==> src/rtl/mips_trace_buffer.sv <==
// Circular commit-trace buffer for the single-cycle MIPS core: PC-match trigger, post-trigger
// window capture and oldest-first readout. Define TRACE_FILTER_EN to record only writing cycles.
module mips_trace_buffer #(
  parameter int DEPTH     = 16,
  parameter int POST_TRIG = 4,
  parameter int DATA_W    = 32
) (
  input  logic                       clk,
  input  logic                       reset,
  input  logic                       arm,
  input  logic [DATA_W-1:0]          trig_pc,
  input  logic [DATA_W-1:0]          pc,
  input  logic [DATA_W-1:0]          instr,
  input  logic                       reg_we,
  input  logic [4:0]                 reg_addr,
  input  logic [DATA_W-1:0]          reg_data,
  input  logic                       mem_we,
  input  logic [DATA_W-1:0]          mem_addr,
  input  logic [DATA_W-1:0]          mem_data,
  input  logic                       rd_req,
  output logic                       rd_valid,
  output logic                       rd_last,
  output logic [DATA_W-1:0]          rd_pc,
  output logic [DATA_W-1:0]          rd_instr,
  output logic [DATA_W-1:0]          rd_reg_data,
  output logic [DATA_W-1:0]          rd_mem_addr,
  output logic [DATA_W-1:0]          rd_mem_data,
  output logic                       rd_reg_we,
  output logic                       rd_mem_we,
  output logic [4:0]                 rd_reg_addr,
  output logic [1:0]                 state,
  output logic [$clog2(DEPTH):0]     count
);

  localparam int PTR_W = $clog2(DEPTH);
  localparam int CNT_W = PTR_W + 1;
  localparam logic [CNT_W-1:0] DEPTH_C = CNT_W'(DEPTH);
  localparam logic [CNT_W-1:0] POST_C  = CNT_W'(POST_TRIG);

  localparam logic [1:0] S_IDLE  = 2'b00;
  localparam logic [1:0] S_ARMED = 2'b01;
  localparam logic [1:0] S_POST  = 2'b10;
  localparam logic [1:0] S_DONE  = 2'b11;

  typedef struct packed {
    logic [DATA_W-1:0] pc;
    logic [DATA_W-1:0] instr;
    logic              reg_we;
    logic [4:0]        reg_addr;
    logic [DATA_W-1:0] reg_data;
    logic              mem_we;
    logic [DATA_W-1:0] mem_addr;
    logic [DATA_W-1:0] mem_data;
  } entry_t;

  entry_t mem [DEPTH];
  entry_t wr_entry;
  entry_t rd_entry_reg;

  logic [1:0]       state_reg;
  logic [PTR_W-1:0] wr_ptr_reg, rd_ptr_reg;
  logic [CNT_W-1:0] count_reg, post_cnt_reg, rd_left_reg;
  logic             rd_valid_reg, rd_last_reg;

  logic             qual, wr_en, trig_hit, rd_go;
  logic [PTR_W-1:0] wr_ptr_next;
  logic [CNT_W-1:0] count_next, post_cnt_next;

`ifdef TRACE_FILTER_EN
  assign qual = reg_we | mem_we;
`else
  assign qual = 1'b1;
`endif

  assign wr_entry = '{pc: pc, instr: instr, reg_we: reg_we, reg_addr: reg_addr,
                      reg_data: reg_data, mem_we: mem_we, mem_addr: mem_addr,
                      mem_data: mem_data};

  always_comb begin
    // The arm cycle itself is never recorded.
    wr_en         = ((state_reg == S_ARMED) || (state_reg == S_POST)) && qual && !arm;
    trig_hit      = (state_reg == S_ARMED) && (pc == trig_pc);
    wr_ptr_next   = wr_ptr_reg + 1'b1;
    count_next    = (count_reg == DEPTH_C) ? count_reg : count_reg + 1'b1;
    post_cnt_next = post_cnt_reg + 1'b1;
    rd_go         = (state_reg == S_DONE) && rd_req && (rd_left_reg != '0) && !arm;
  end

  always_ff @(posedge clk) begin
    if (wr_en)
      mem[wr_ptr_reg] <= wr_entry;
  end

  always_ff @(posedge clk or posedge reset) begin
    if (reset) begin
      state_reg    <= S_IDLE;
      wr_ptr_reg   <= '0;
      rd_ptr_reg   <= '0;
      count_reg    <= '0;
      post_cnt_reg <= '0;
      rd_left_reg  <= '0;
      rd_valid_reg <= 1'b0;
      rd_last_reg  <= 1'b0;
      rd_entry_reg <= '0;
    end else if (arm) begin
      state_reg    <= S_ARMED;
      wr_ptr_reg   <= '0;
      rd_ptr_reg   <= '0;
      count_reg    <= '0;
      post_cnt_reg <= '0;
      rd_left_reg  <= '0;
      rd_valid_reg <= 1'b0;
      rd_last_reg  <= 1'b0;
    end else begin
      rd_valid_reg <= 1'b0;
      rd_last_reg  <= 1'b0;
      if (wr_en) begin
        wr_ptr_reg <= wr_ptr_next;
        count_reg  <= count_next;
        if (trig_hit) begin
          post_cnt_reg <= CNT_W'(1);
          state_reg    <= (POST_TRIG == 1) ? S_DONE : S_POST;
        end else if (state_reg == S_POST) begin
          post_cnt_reg <= post_cnt_next;
          if (post_cnt_next == POST_C)
            state_reg <= S_DONE;
        end
        // Oldest surviving entry: the window ends just before the next write slot.
        rd_ptr_reg  <= wr_ptr_next - count_next[PTR_W-1:0];
        rd_left_reg <= count_next;
      end
      if (rd_go) begin
        rd_valid_reg <= 1'b1;
        rd_last_reg  <= (rd_left_reg == CNT_W'(1));
        rd_entry_reg <= mem[rd_ptr_reg];
        rd_ptr_reg   <= rd_ptr_reg + 1'b1;
        rd_left_reg  <= rd_left_reg - 1'b1;
      end
    end
  end

  assign state       = state_reg;
  assign count       = count_reg;
  assign rd_valid    = rd_valid_reg;
  assign rd_last     = rd_last_reg;
  assign rd_pc       = rd_entry_reg.pc;
  assign rd_instr    = rd_entry_reg.instr;
  assign rd_reg_we   = rd_entry_reg.reg_we;
  assign rd_reg_addr = rd_entry_reg.reg_addr;
  assign rd_reg_data = rd_entry_reg.reg_data;
  assign rd_mem_we   = rd_entry_reg.mem_we;
  assign rd_mem_addr = rd_entry_reg.mem_addr;
  assign rd_mem_data = rd_entry_reg.mem_data;

endmodule

==> config.mk <==
export PLATFORM = sky130hd
export DESIGN_NAME = mips_trace_buffer
export DESIGN_NICKNAME = d
export VERILOG_FILES = /design/src/rtl/mips_trace_buffer.sv
export SDC_FILE = /design/constraint.sdc
export NUM_CORES = 2
export LEC_CHECK = 0
export BUFFER_PORTS_ARGS = -buffer_cell sky130_fd_sc_hd__buf_4
export CORE_MARGIN = 4
export CORE_UTILIZATION = 25
export DETAILED_ROUTE_END_ITERATION = 7
export GPL_TIMING_DRIVEN = 0
export PLACE_DENSITY_LB_ADDON = 0.12
export SETUP_SLACK_MARGIN = 0.2
export SLEW_MARGIN = 30
export SYNTH_ARGS = -nofsm -noshare
export SYNTH_HDL_FRONTEND = slang
export SYNTH_SLANG_ARGS = --single-unit
==> constraint.sdc <==
create_clock -name clk -period 20.6 [get_ports clk]
set_input_delay 4.12 -clock clk [delete_from_list [all_inputs] [get_ports clk]]
set_output_delay 4.12 -clock clk [all_outputs]
set_load 0.03 [all_outputs]
; ---- Word level (Yosys, flattened, before mapping)
; Memory sizes are Yosys's and may differ from the RTL's. A register that Yosys moved wholly into a read port is not among the register bits.
; Index checks and enable logic that the tools add are counted.
[word_totals]
regBits = 27
mem_bits_rw = 2672
out_inout_bits = 176
wordCells = 63
mem_count = 1
[classes]
addsub = 6
n_eq_ne = 7
mux = 25
bitwise = 1
reduce_logical = 15
[memory_table]
columns = memory, depth, width, read_ports, rd_ports_with_merged_regs, write_ports, line_no
row1 = mem, 16, 167, 1, 1, 1, 56  ; entry_t mem [DEPTH];
[ops]
columns = operator, count
row1 = 2-to-1 mux 5 bit, 9
row2 = == test 32 bit, 1
row3 = 2-to-1 mux 4 bit, 5
row4 = "adder 5 x 1 -> 5 bit, second input constant", 2
row5 = 2-to-1 mux 2 bit, 5
row6 = nonzero test 3 bit, 3
row7 = "adder 4 x 1 -> 4 bit, second input constant", 2
row8 = 2-to-1 mux 1 bit, 6
row9 = "== test 5 x 1 -> 1 bit, second input constant", 1
row10 = "== test 5 x 3 -> 1 bit, second input constant", 1
row11 = "== test 5 bit, second input constant", 1
row12 = logical AND 1 bit, 5
row13 = nonzero test 5 bit, 1
row14 = "subtractor 5 x 1 -> 5 bit, second input constant", 1
row15 = "== test 2 bit, second input constant", 2
row16 = AND reduction 2 bit, 2
row17 = subtractor 4 bit, 1
row18 = AND reduction 3 bit, 1
row19 = "== test 2 x 1 -> 1 bit, second input constant", 1
row20 = nonzero test 2 bit, 1
row21 = zero test 1 bit, 1
row22 = logical OR 1 bit, 1
row23 = NOT 1 bit, 1

; ---- Depth between registers and ports, before layout
[depth]
ltp_word = 7
depth_mapped = 10
ltp_nobuf = 10

; ---- Worst setup path before layout
; No wires, ideal clock.
[synth_timing]
path_type = in2reg
startpoint = in arm
endpoint = mem mem[10][0] (netlist bit) (enable)
arrival_time_ns = 8.591
t_required_ns = 20.054
path_slack_ns = 11.463
path_stages = 3
cell_sequence = or2_2 > nor3b_1 > and2_1
[synth_via]
elab_chain_cells = 4
[synth_rtl]
columns = item, line_no
row1 = from (decl), 10  ; input logic arm,
row2 = zero test 1 bit, 81  ; wr_en = ((state_reg == S_ARMED) || (state_reg == S_POST)) && qual && !arm;
row3 = logical AND 1 bit, 81
row4 = 2-to-1 mux 1 bit, 90  ; if (wr_en)
row5 = 2-to-1 mux 1 bit (implied by the code), 91  ; mem[wr_ptr_reg] <= wr_entry;
row6 = to (decl), 56
; Every way passes these cells.

; ---- Worst setup path after layout
[layout_timing]
startpoint = in rd_req
endpoint = reg rd_entry_reg (netlist bit rd_reg_data[16])
[layout_via]
elab_chain_cells = 4
[layout_rtl]
columns = item, line_no
row1 = from (decl), 20  ; input logic rd_req,
row2 = logical AND 1 bit (3 in a row), 86  ; rd_go = (state_reg == S_DONE) && rd_req && (rd_left_reg != '0) && !arm;
row3 = AND reduction 2 bit (no line), n/a
row4 = to (signal assigned), 135  ; rd_entry_reg <= mem[rd_ptr_reg];
row5 = to (decl), 58  ; entry_t rd_entry_reg;
; Every way passes these cells.
; A chain may end at the register's enable or synchronous reset.

==> run_results.csv <==
group,metric,value,unit
status,status,"finished, final reports clean",
layout,top_register,"mem",
placed_design,dp_hpwl,232400,um
floorplanning,start_util,25.11,%
sta,timing.final.crit_share,30.12,%
pwr,ir_worst_vdd,0.05894,mV
routing,first_pass_iters,5,
global_route,grt-ovfl-total,0,
routing,met3WireLength,20070,um
sta,tightest_slew,1010,ps
logic_synthesis,synthArstFlopShare,6.769,%
logic_synthesis,ys_ff_latch,2866,
cts,numCtsBuffers,319,
global_route,grt_pass1_vias,55100,
pwr,power.leakage,42.90,nW
floorplanning,die-width,666.1,um
placed_design,dp_slack,13250,ps
cts,cts.hold.buffers_added,0,
layout,num-nets-final,5720,
layout,final_cell_area,132200,um^2
setup_path,end_kind,"flop",
routing,drc,0,
global_route,grt_use_total,16.13,%
setup_path,r2r-start,"rd_ptr_reg[1]$_DFFE_PP0P_",
floorplanning,die_area,443700,um^2
cts,cts_setup_buffers,0,
routing,dr.first_iter.drc_count,4274,
layout,multiInputGateArea,22190,um^2
cts,root_buffer,"clkbuf_16",
routing,wl_met2,183600,um
logic_synthesis,syn_inst,4647,
setup_path,worst_ep_arrival_time,7020,ps
routing,wl_met1,150200,um
routing,top_layer,"met5",
routing,wl,363300,um
logic_synthesis,synth-edff-count,2672,
cts,htree_levels,5,
routing,wl_per_cell,31.63,um
routing,ant_nets,0,
logic_synthesis,synth_fp_nets,4868,
layout,finalNonFillerCells,11490,
global_route,grt_max_degree,60,
pwr,p_total,13.83,mW
sta,finalClockSkew,43.91,ps
cts,clockBufferDepth,4,
layout,largest_register_ffs,2672,
logic_synthesis,synth_flop_cell,"edfxtp_1",
layout,area_growth,22.09,%
sta,hold_violations,0,
setup_path,crit_start,"rd_req",
sta,relSlewSlack,32.69,%
floorplanning,rows,241,
logic_synthesis,avgSynthCellArea,23.30,um^2
placed_design,port_buffers,378,
sta,post-route-min-period,6204,ps
sta,fmax,161.2,MHz
placed_design,placed_cell_area,121900,um^2
sta,slew_viol_final,0,
setup_path,path_class,"input port to flop",
sta,final.setup.tns,0,ps
logic_synthesis,yosysWarnings,0,
routing,viasPerCell,4.507,
min_path,min_from,"rd_instr[13]$_DFFE_PP0P_",
pwr,powerDensity,104.6,nW/um^2
cts,clk_pin_slew,60,ps
logic_synthesis,synth.distinct_cells,48,
floorplanning,core,431200,um^2
placed_design,dp_cells,10890,
logic_synthesis,netlist_area,108300,um^2
cts,ctsResizeCount,0,
cts,clk_latency,900,ps
flow_run,max-cap-violations,0,
routing,vias,51770,
layout,num-fill-cells,41470,
layout,seq_area,85090,um^2
sta,timing.final.ws_setup,14400,ps
min_path,hold_path.class,"flop to flop",
cts,cts_tree,"built",
sta,rsz0062_at_grt,"false",
floorplanning,io_pins,379,
setup_path,worstPathMaxFanout,10,
global_route,antenna_found_initial,88,
floorplanning,dieHeight,666.1,um
setup_path,startpoint_type,"input port",
layout,drive_above_1_share,35.06,%
global_route,grt_pass1_wl,489800,um
cts,cts_sinks,2866,
setup_path,crit_required,21420,ps
logic_synthesis,seq_area_frac_synth,78.59,%
sta,setup_viol,0,
placed_design,place_congestion,0.6910,
==> synthesized netlist by cell type (5+ instances only) <==
master / number / share of area (%)
nand4_1: 5 / 0.029
ha_1: 17 / 0.20
edfxtp_1: 2672 / 74
buf_1: 32 / 0.11
nor2_1: 15 / 0.052
xor2_1: 30 / 0.24
mux4_2: 835 / 17
clkbuf_1: 123 / 0.43
nand3_1: 5 / 0.023
dfrtp_1: 194 / 4.5
nor3_1: 7 / 0.032
nand2b_1: 7 / 0.040
a21oi_1: 13 / 0.060
xnor2_1: 10 / 0.081
buf_6: 10 / 0.10
nand2_1: 511 / 1.8
and2_1: 16 / 0.092
buf_2: 67 / 0.31
inv_1: 17 / 0.059
o21ai_0: 10 / 0.046
a211oi_1: 5 / 0.035
==> cell families after synthesis <==
logic type | Yosys count | share of synthesized area, %
AOI/OAI and AO/OA | 47 | 0.2831
xor gates and xnor gates | 40 | 0.3235
adders and majority gates | 18 | 0.2149
buffers and inverters | 251 | 1.017
DFF | 2866 | 78.59
muxes | 838 | 17.40
and+or+nand+nor | 587 | 2.180
==> cell type report <==
cell class | instances | area share (%)
antenna | 23 | 0.04354
buffer | 232 | 0.8887
clock buffer | 445 | 6.767
clock inverter | 130 | 0.9446
inverter | 19 | 0.05963
multi-input combinational | 1530 | 16.78
sequential | 2866 | 64.37
tap | 5710 | 5.404
timing repair buffer | 531 | 4.741
==> cells in the final DEF (no fill, tap or decap), drive strengths merged, types with 5 or more instances in the layout <==
master | synthesis | layout
dfrtp | 194 | 194
a21oi | 13 | 13
nor4 | 5 | 5
nand4 | 5 | 5
a211oi | 5 | 5
xor2 | 30 | 30
ha | 17 | 17
clkinv | 2 | 94
nand2 | 511 | 511
and2 | 16 | 16
xnor2 | 10 | 10
o21ai | 10 | 10
clkbuf | 123 | 569
nor2 | 15 | 15
inv | 17 | 29
buf | 109 | 639
diode | 0 | 23
nand2b | 7 | 7
edfxtp | 2672 | 2672
nand3 | 5 | 5
bufinv | 0 | 22
nor3 | 7 | 7
mux4 | 835 | 835
==> worst paths after layout <==
| check | end | slack, ps | depth (start not counted) |
|---|---|---|---|
| setup / recovery | rd_reg_data[16]$_DFFE_PP0P_ | 14400 | 10 |
| hold / removal | rd_instr[13]$_DFFE_PP0P_ | 470 | 2 |
| setup reg to reg | rd_reg_data[16]$_DFFE_PP0P_ | 16690 | 9 |
| hold reg to reg | rd_instr[13]$_DFFE_PP0P_ | 470 | 2 |
| max in group asynchronous | rd_reg_data[6]$_DFFE_PP0P_ | 15790 | 5 |
| min in group asynchronous | rd_instr[2]$_DFFE_PP0P_ | 3190 | 2 |
==> where the power goes <==
group,switching [mW],total [mW],internal [mW]
sequential,0.0173,6.47,6.45
combinational,0.984,1.73,0.750
clock,2.33,5.63,3.30
total,3.33,13.8,10.5
==> critical path, cell delays in order <==
cell and delay [ps]:
buf_4 150, nand2_1 100, a211o_1 270, clkbuf_1 230, clkinv_1 220, clkbuf_4 380
buf_12 240, clkbuf_1 670, nand2_1 440, nand2_1 140
==> per-stage QoR <==
stage	hold slack (ps)	util (%)
6_report	471.9	30.66
4_1_cts	478.1	30.63
5_1_grt	484.4	30.65
3_5_place_dp	463.6	28.27
2_1_floorplan	487.2	-
3_3_place_gp	462.4	27.43
==> layer usage <==
layer,vias to the layer above,GRT usage (%)
met5,-,0
met2,1248,27.93
met1,28810,20.46
met3,485,3.519
met4,46,3.971
li1,21180,-
(Power assumes the default switching activity.)
